==> src/rtl/nr_pkg.sv <==
// Shared definitions for the Broyden solve controller and its datapath partners.
// Contents: the controller state enum, the default next_invJ latency, the default
// iteration-counter width, fp32 datapath dimensions, and a helper that sizes the
// latency timer.
package nr_pkg;

    localparam int unsigned FP_W         = 32;
    localparam int unsigned N_X          = 3;
    localparam int unsigned N_F          = 4;
    localparam int unsigned N_INVJ       = 12;
    localparam int unsigned INVJ_LAT_DEF = 6;
    localparam int unsigned ITER_W_DEF   = 8;

    typedef enum logic [2:0] {
        IDLE   = 3'd0,
        STEP   = 3'd1,
        EVAL   = 3'd2,
        UPDJ   = 3'd3,
        COMMIT = 3'd4,
        DONE   = 3'd5
    } nr_state_t;

    // Width of a down-counter that must hold INVJ_LAT-1.
    function automatic int unsigned latTimerW(input int unsigned lat);
        return $clog2(lat) + 1;
    endfunction

endpackage

==> src/rtl/broyden_iter_ctrl_if.sv <==
// Control/handshake bundle between the Broyden controller and its surroundings.
// Signals: start, abort and max_iter from the host; step_req/step_ack with the step
// unit; feval_req/feval_ack/conv_in with the residual evaluator; commit to the state
// registers; busy, done, converged and iter_count as status back to the host.
// Modports: master = controller side, slave = host/datapath side.
interface broyden_iter_ctrl_if
    import nr_pkg::*;
#(
    parameter int unsigned ITER_W = ITER_W_DEF
);
    logic              start;
    logic              abort;
    logic [ITER_W-1:0] max_iter;
    logic              step_req;
    logic              step_ack;
    logic              feval_req;
    logic              feval_ack;
    logic              conv_in;
    logic              commit;
    logic              busy;
    logic              done;
    logic              converged;
    logic [ITER_W-1:0] iter_count;

    modport master (
        input  start, abort, max_iter, step_ack, feval_ack, conv_in,
        output step_req, feval_req, commit, busy, done, converged, iter_count
    );

    modport slave (
        output start, abort, max_iter, step_ack, feval_ack, conv_in,
        input  step_req, feval_req, commit, busy, done, converged, iter_count
    );
endinterface

==> src/rtl/nr_lat_timer.sv <==
// Loadable down-counter that times the fixed-latency next_invJ pipeline.
// Ports: clk, rst (sync, active-high), load (takes load_val), load_val, zero (count is 0).
// The counter stops at zero and stays there until the next load.
module nr_lat_timer #(
    parameter int unsigned W = 4
) (
    input  logic         clk,
    input  logic         rst,
    input  logic         load,
    input  logic [W-1:0] load_val,
    output logic         zero
);
    logic [W-1:0] count;

    always_ff @(posedge clk) begin
        if (rst) begin
            count <= '0;
        end else if (load) begin
            count <= load_val;
        end else if (count != '0) begin
            count <= count - W'(1);
        end
    end

    assign zero = (count == '0);
endmodule

==> src/rtl/broyden_iter_ctrl.sv <==
// Sequencing FSM for one Broyden quasi-Newton solve (fp32, 3 unknowns, 4 residuals).
// Each iteration: step unit -> residual evaluation -> fixed-latency next_invJ wait ->
// one-cycle commit. Ends on convergence, iteration limit, or abort. Control only.
// Ports: clk; rst (sync, active-high); ctrlBus (master side of broyden_iter_ctrl_if).
module broyden_iter_ctrl
    import nr_pkg::*;
#(
    parameter int unsigned INVJ_LAT = INVJ_LAT_DEF,
    parameter int unsigned ITER_W   = ITER_W_DEF
) (
    input  logic                       clk,
    input  logic                       rst,
    broyden_iter_ctrl_if.master        ctrlBus
);
    localparam int unsigned        TMR_W    = latTimerW(INVJ_LAT);
    localparam logic [TMR_W-1:0]   TMR_LOAD = TMR_W'(INVJ_LAT - 1);
    localparam logic [ITER_W-1:0]  ITER_MAX = '1;

    nr_state_t         state;
    logic [ITER_W-1:0] maxIterQ;
    logic              convFlag;
    logic              timerLoad;
    logic              timerZero;
    logic [ITER_W-1:0] iterNext;

    // Timer is armed on the non-converged evaluator ack; abort suppresses it.
    always_comb begin
        timerLoad = 1'b0;
        if (state == EVAL && ctrlBus.feval_ack && !ctrlBus.conv_in && !ctrlBus.abort) begin
            timerLoad = 1'b1;
        end
    end

    // Saturating increment of the commit count.
    always_comb begin
        iterNext = ctrlBus.iter_count;
        if (ctrlBus.iter_count != ITER_MAX) begin
            iterNext = ctrlBus.iter_count + ITER_W'(1);
        end
    end

    nr_lat_timer #(
        .W (TMR_W)
    ) u_lat_timer (
        .clk      (clk),
        .rst      (rst),
        .load     (timerLoad),
        .load_val (TMR_LOAD),
        .zero     (timerZero)
    );

    // FSM with registered outputs; iter_count advances on the edge that enters COMMIT,
    // so the COMMIT cycle already sees the new count for the limit test.
    always_ff @(posedge clk) begin
        if (rst) begin
            state              <= IDLE;
            maxIterQ           <= '0;
            convFlag           <= 1'b0;
            ctrlBus.step_req   <= 1'b0;
            ctrlBus.feval_req  <= 1'b0;
            ctrlBus.commit     <= 1'b0;
            ctrlBus.busy       <= 1'b0;
            ctrlBus.done       <= 1'b0;
            ctrlBus.converged  <= 1'b0;
            ctrlBus.iter_count <= '0;
        end else begin
            ctrlBus.commit <= 1'b0;
            ctrlBus.done   <= 1'b0;

            if (ctrlBus.abort && state != IDLE) begin
                // Abort beats any ack seen this cycle; results keep their values.
                state             <= IDLE;
                ctrlBus.step_req  <= 1'b0;
                ctrlBus.feval_req <= 1'b0;
                ctrlBus.busy      <= 1'b0;
            end else begin
                case (state)
                    IDLE: begin
                        if (ctrlBus.start && !ctrlBus.abort) begin
                            maxIterQ           <= ctrlBus.max_iter;
                            convFlag           <= 1'b0;
                            ctrlBus.iter_count <= '0;
                            ctrlBus.converged  <= 1'b0;
                            if (ctrlBus.max_iter == '0) begin
                                state        <= DONE;
                                ctrlBus.done <= 1'b1;
                            end else begin
                                state            <= STEP;
                                ctrlBus.step_req <= 1'b1;
                                ctrlBus.busy     <= 1'b1;
                            end
                        end
                    end

                    STEP: begin
                        if (ctrlBus.step_ack) begin
                            state             <= EVAL;
                            ctrlBus.step_req  <= 1'b0;
                            ctrlBus.feval_req <= 1'b1;
                        end
                    end

                    EVAL: begin
                        if (ctrlBus.feval_ack) begin
                            ctrlBus.feval_req <= 1'b0;
                            if (ctrlBus.conv_in) begin
                                // Converged: skip the invJ wait, solve ends after this commit.
                                convFlag           <= 1'b1;
                                state              <= COMMIT;
                                ctrlBus.commit     <= 1'b1;
                                ctrlBus.iter_count <= iterNext;
                            end else begin
                                state <= UPDJ;
                            end
                        end
                    end

                    UPDJ: begin
                        if (timerZero) begin
                            state              <= COMMIT;
                            ctrlBus.commit     <= 1'b1;
                            ctrlBus.iter_count <= iterNext;
                        end
                    end

                    COMMIT: begin
                        if (convFlag) begin
                            state             <= DONE;
                            ctrlBus.done      <= 1'b1;
                            ctrlBus.busy      <= 1'b0;
                            ctrlBus.converged <= 1'b1;
                        end else if (ctrlBus.iter_count == maxIterQ) begin
                            state        <= DONE;
                            ctrlBus.done <= 1'b1;
                            ctrlBus.busy <= 1'b0;
                        end else begin
                            state            <= STEP;
                            ctrlBus.step_req <= 1'b1;
                        end
                    end

                    DONE: begin
                        state <= IDLE;
                    end

                    default: begin
                        state <= IDLE;
                    end
                endcase
            end
        end
    end
endmodule
==> src/flat_wrapper.sv <==
// flat-port wrapper written by rule: the top's interface ports become plain ports
module broyden_iter_ctrl_flat import nr_pkg::*;
#(
    parameter int unsigned INVJ_LAT = INVJ_LAT_DEF,
    parameter int unsigned ITER_W   = ITER_W_DEF
)
  (clk, rst, ctrlBus_start, ctrlBus_abort, ctrlBus_max_iter, ctrlBus_step_ack, ctrlBus_feval_ack, ctrlBus_conv_in, ctrlBus_step_req, ctrlBus_feval_req, ctrlBus_commit, ctrlBus_busy, ctrlBus_done, ctrlBus_converged, ctrlBus_iter_count);
  broyden_iter_ctrl_if #(.ITER_W(ITER_W)) ctrlBus_i ();
  input  logic clk;
  input  logic rst;
  input wire logic [$bits(ctrlBus_i.start)-1:0] ctrlBus_start;
  input wire logic [$bits(ctrlBus_i.abort)-1:0] ctrlBus_abort;
  input wire logic [$bits(ctrlBus_i.max_iter)-1:0] ctrlBus_max_iter;
  input wire logic [$bits(ctrlBus_i.step_ack)-1:0] ctrlBus_step_ack;
  input wire logic [$bits(ctrlBus_i.feval_ack)-1:0] ctrlBus_feval_ack;
  input wire logic [$bits(ctrlBus_i.conv_in)-1:0] ctrlBus_conv_in;
  output wire logic [$bits(ctrlBus_i.step_req)-1:0] ctrlBus_step_req;
  output wire logic [$bits(ctrlBus_i.feval_req)-1:0] ctrlBus_feval_req;
  output wire logic [$bits(ctrlBus_i.commit)-1:0] ctrlBus_commit;
  output wire logic [$bits(ctrlBus_i.busy)-1:0] ctrlBus_busy;
  output wire logic [$bits(ctrlBus_i.done)-1:0] ctrlBus_done;
  output wire logic [$bits(ctrlBus_i.converged)-1:0] ctrlBus_converged;
  output wire logic [$bits(ctrlBus_i.iter_count)-1:0] ctrlBus_iter_count;
  assign ctrlBus_i.start = ctrlBus_start;
  assign ctrlBus_i.abort = ctrlBus_abort;
  assign ctrlBus_i.max_iter = ctrlBus_max_iter;
  assign ctrlBus_i.step_ack = ctrlBus_step_ack;
  assign ctrlBus_i.feval_ack = ctrlBus_feval_ack;
  assign ctrlBus_i.conv_in = ctrlBus_conv_in;
  assign ctrlBus_step_req = ctrlBus_i.step_req;
  assign ctrlBus_feval_req = ctrlBus_i.feval_req;
  assign ctrlBus_commit = ctrlBus_i.commit;
  assign ctrlBus_busy = ctrlBus_i.busy;
  assign ctrlBus_done = ctrlBus_i.done;
  assign ctrlBus_converged = ctrlBus_i.converged;
  assign ctrlBus_iter_count = ctrlBus_i.iter_count;
  broyden_iter_ctrl #(.INVJ_LAT(INVJ_LAT), .ITER_W(ITER_W)) u_core (.clk(clk), .rst(rst), .ctrlBus(ctrlBus_i));
endmodule
==> config.mk <==
export PLATFORM = sky130hd
export DESIGN_NAME = broyden_iter_ctrl_flat
export DESIGN_NICKNAME = d
export VERILOG_FILES = /design/src/rtl/nr_pkg.sv /design/src/rtl/broyden_iter_ctrl_if.sv /design/src/rtl/nr_lat_timer.sv /design/src/rtl/broyden_iter_ctrl.sv /design/src/flat_wrapper.sv
export SDC_FILE = /design/constraint.sdc
export NUM_CORES = 1
export LEC_CHECK = 0
export BUFFER_PORTS_ARGS = -buffer_cell sky130_fd_sc_hd__buf_2
export CELL_PAD_IN_SITES_DETAIL_PLACEMENT = 1
export CELL_PAD_IN_SITES_GLOBAL_PLACEMENT = 1
export CORE_MARGIN = 2
export CORE_UTILIZATION = 44
export CTS_CLUSTER_SIZE = 40
export DETAILED_ROUTE_END_ITERATION = 10
export PLACE_DENSITY = 0.8
export SLEW_MARGIN = 20
export SYNTH_ARGS = -nofsm -noshare
export SYNTH_HDL_FRONTEND = slang
export SYNTH_SLANG_ARGS = --single-unit
==> constraint.sdc <==
create_clock -name clk -period 3.1 [get_ports clk]
set_input_delay 0.775 -clock clk [delete_from_list [all_inputs] [get_ports clk]]
set_output_delay 0.775 -clock clk [all_outputs]
set_load 0.01 [all_outputs]
==> metrics.md <==
| Metric | Value |
|---|---|
| Result of the run | `complete, no violations` |
| Worst slew margin relative to its limit | `0.609` |
| Fmax | `454 MHz` |
| Area growth, synth to finish | `14.2%` |
| Most Used Layer, Global Route | `met2` |
| Cell count after placement | `250` |
| Number of non-filler instances in the completed layout | `258` |
| Leakage power | `0.756 nW` |
| Transition time of the tightest slew-check pin | `579 ps` |
| Hold-fix buffers, CTS | `0` |
| Number of antenna cells inserted | `0` |
| Synthesized area per cell | `8.53 um2` |
| Routability congestion estimate | `0.836` |
| Final period utilization | `0.711` |
| Unique masters post-synth | `40` |
| Total power divided by cell area | `572 mW/mm2` |
| PortBufs | `28` |
| Detail Placement HPWL | `3040 um` |
| Clock latency on the worst-skew pair | `330 ps` |
| Die span in y | `63.7 um` |
| Number of design rule violations left after detail routing | `0` |
| Avg Vias per Cell | `5.55` |
| Setup Crit Path Kind | `register to register` |
| Power share of the sequential group | `0.467` |
| Setup WS post-layout | `897 ps` |
| Top area cells in the synthesized netlist | `sky130_fd_sc_hd__dfxtp_1 38%, sky130_fd_sc_hd__mux2i_1 7.6%, sky130_fd_sc_hd__nor2_1 7.2%` |
| Master cell of the clock root buffer | `sky130_fd_sc_hd__clkbuf_4` |
| DRT Pass-1 Iters | `4` |
| Power dissipated by switching net loads | `358 uW` |
| Data arrival time at the worst-slack endpoint | `2470 ps` |
| M1 GR Usage | `0.233` |
| Worst min-delay path class | `register to register` |
| Fin. max-slew vios | `0` |
| Total power after layout | `1.03 mW` |
| # IOs | `29` |
| Source of the worst register-to-register timing path | `u_core.u_lat_timer.count[0]` |
| Max rail drop VDD | `0.184 mV` |
| Switching Fraction | `0.349` |
| Post-CTS setup buffer count | `0` |
| Synth Cell Area | `0.00157 mm2` |
| Required time at the endpoint of the critical path | `3360 ps` |
| Sum of negative setup slack | `0 ps` |
| Die Width | `63.7 um` |
| GR Overflow Total | `0` |
| Post-CTS resize count | `0` |
| Global-route met3 utilization | `0.0651` |
| Die area | `0.00406 mm2` |
| Critical path startpoint | `u_core.u_lat_timer.count[0]` |
| Site row count | `21` |
| Global-route wire length before repair | `6850 um` |
| Type of destination of the critical path | `register` |
| TritonCTS buffer count | `5` |
| Deepest clock path buffer count | `2` |
| Core region area | `0.00339 mm2` |
| Initial antenna violation count | `0` |
| Number of enable-type register cells in the synthesized netlist | `0` |
| Clock transition at the registers of the reported paths | `100 ps` |
| Number of global-route vias before repair | `1481` |
| Cell area after layout | `0.00179 mm2` |
| Vias after detailed routing | `1432` |
| Cell count after synthesis | `184` |
| WL per Instance | `15.2 um` |
| Net count after synthesis | `201` |
| Combinational share of power | `0.292` |
| Setup repair after global routing missed its margin | `false` |
| Placement-stage cell area | `0.00173 mm2` |
| Final Critical Period | `2200 ps` |
| Met2 usage in global routing | `0.412` |
| CTS tree | `built` |
| Number of endpoints with negative hold slack in the final report | `0` |
| Starting density of the core | `0.463` |
| Top cell type's share of synthesized area | `0.382` |
| CTS H-Tree Depth | `2` |
| Synth async-reset ratio | `0` |
| Number of nets in the final layout | `228` |
| Dpl ws | `821 ps` |
| Setup violations, final | `0` |
| Share of post-route cells with drive strength above 1 | `0.193` |
| Most area-hungry cell type in the Yosys netlist | `sky130_fd_sc_hd__dfxtp_1` |
| Internal Power | `668 uW` |
| Clock power frac | `0.242` |
| Warning count from the yosys run | `0` |
| Worst setup path endpoint | `u_core.ctrlBus.iter_count[7]` |
| CP Launch Type | `register` |
| Endpoint of the worst register-to-register path | `u_core.ctrlBus.iter_count[7]` |
| Overall track demand over capacity in global routing | `0.222` |
| Flop-to-flop setup slack | `900 ps` |
| Count of max-cap constraint violations | `0` |
| Total of flip-flops plus latches after synthesis | `30` |
| Max Fanout on Critical Path | `9` |
| Maximum number of pins on one net before global-route repair | `19` |
| Depth of the worst register-to-register path | `7` |
| Main synth FF type | `sky130_fd_sc_hd__dfxtp_1` |
| Share of the yosys chip area belonging to registers | `0.382` |
| Detail Route Antenna Nets | `0` |
| Drt total wl | `3920 um` |
| Sink count of the clock tree | `30` |
| Worst Skew | `12.9 ps` |
| Detailed Route Iter0 Violations | `62` |
[cell families after synthesis]
group,count (synthesis),synth area share
simple gates,83,0.279
buf+inv,13,0.0367
fa+ha+maj,2,0.0159
compound gates,29,0.126
mux,12,0.0765
xor+xnor,15,0.0837
flops,30,0.382
[worst min-delay path by stage]
stage / startpoint / end / slack, ps / cells after the start
floorplan: u_core.convFlag / u_core.convFlag / 480 / 2
global placement: u_core.ctrlBus.step_req / u_core.ctrlBus.step_req / 440 / 2
detailed placement: u_core.ctrlBus.step_req / u_core.ctrlBus.step_req / 450 / 2
CTS: u_core.ctrlBus.step_req / u_core.ctrlBus.step_req / 470 / 2
global route: u_core.ctrlBus.step_req / u_core.ctrlBus.step_req / 490 / 2
finish: u_core.ctrlBus.step_req / u_core.ctrlBus.step_req / 460 / 2
[power by group through the flow]
| stage | Combinational, mW | Clock [mW] | Sequential, mW |
|---|---|---|---|
| global route | 0.340 | 0.273 | 0.488 |
| finish | 0.299 | 0.248 | 0.479 |
| global placement | 0.281 | 0 | 0.483 |
| CTS | 0.302 | 0.257 | 0.478 |
| detailed placement | 0.299 | 0 | 0.488 |
| floorplan | 0.261 | 0 | 0.467 |
[flip-flops by register name, indices dropped and copies added (netlist names)]
signal	flops
u_core.maxIterQ	8
u_core.ctrlBus.iter_count	8
u_core.ctrlBus.done	1
u_core.ctrlBus.commit	1
u_core.ctrlBus.step_req	1
u_core.ctrlBus.feval_req	1
u_core.convFlag	1
u_core.state	3
u_core.ctrlBus.converged	1
u_core.ctrlBus.busy	1
u_core.u_lat_timer.count	4
[synth_stat cells (all sizes together), types with 5 or more instances]
cell type,n
xor2,6
dfxtp,30
nand2,11
nand4,9
o21ai,9
clkbuf,7
nor3,5
mux2i,12
xnor2,9
a21oi,10
nor2,30
[critical path: stages, from the launching register on]
cell and delay [ps]:
sky130_fd_sc_hd__dfxtp_1 320, sky130_fd_sc_hd__inv_1 90, sky130_fd_sc_hd__ha_1 210, sky130_fd_sc_hd__or3b_1 490, sky130_fd_sc_hd__a31oi_4 370, sky130_fd_sc_hd__nand3_4 140, sky130_fd_sc_hd__or3_1 380, sky130_fd_sc_hd__a21oi_1 140
[cells in the final DEF (no fill, tap or decap), types with 5 or more instances in the layout]
| cell | synthesis | final |
|---|---|---|
| sky130_fd_sc_hd__nand4_1 | 9 | 9 |
| sky130_fd_sc_hd__xor2_1 | 6 | 6 |
| sky130_fd_sc_hd__nor2_1 | 30 | 30 |
| sky130_fd_sc_hd__a21oi_1 | 10 | 10 |
| sky130_fd_sc_hd__o21ai_0 | 9 | 9 |
| sky130_fd_sc_hd__dfxtp_1 | 30 | 30 |
| sky130_fd_sc_hd__clkbuf_4 | 0 | 5 |
| sky130_fd_sc_hd__nor3_1 | 5 | 5 |
| sky130_fd_sc_hd__mux2i_1 | 12 | 12 |
| sky130_fd_sc_hd__buf_2 | 1 | 28 |
| sky130_fd_sc_hd__xnor2_1 | 9 | 9 |
| sky130_fd_sc_hd__nand2_1 | 11 | 11 |
[per-layer routing]
layer / wire (um) / part of all wire / up-vias
met5: 0 / 0 / -
met4: 80 / 0.020 / 0
met3: 155 / 0.040 / 8
met2: 2060 / 0.53 / 33
met1: 1620 / 0.41 / 683
li1: - / - / 708
[area by class of cell]
cell class | count | area [um2]
clock buffer | 7 | 55.1
clock inverter | 1 | 5.00
fill | 432 | 1600
inverter | 4 | 15.0
multi-input combinational | 141 | 912
sequential | 30 | 601
tap | 46 | 57.6
timing repair buffer | 29 | 148
[metrics by stage]
| stage | hold slack [ps] | util |
|---|---|---|
| CTS | 469 | 0.529 |
| global route | 486 | 0.529 |
| detailed placement | 455 | 0.511 |
| floorplan | 475 | - |
| global placement | 443 | 0.511 |
| finish | 463 | 0.529 |
(Power assumes the default switching activity.)
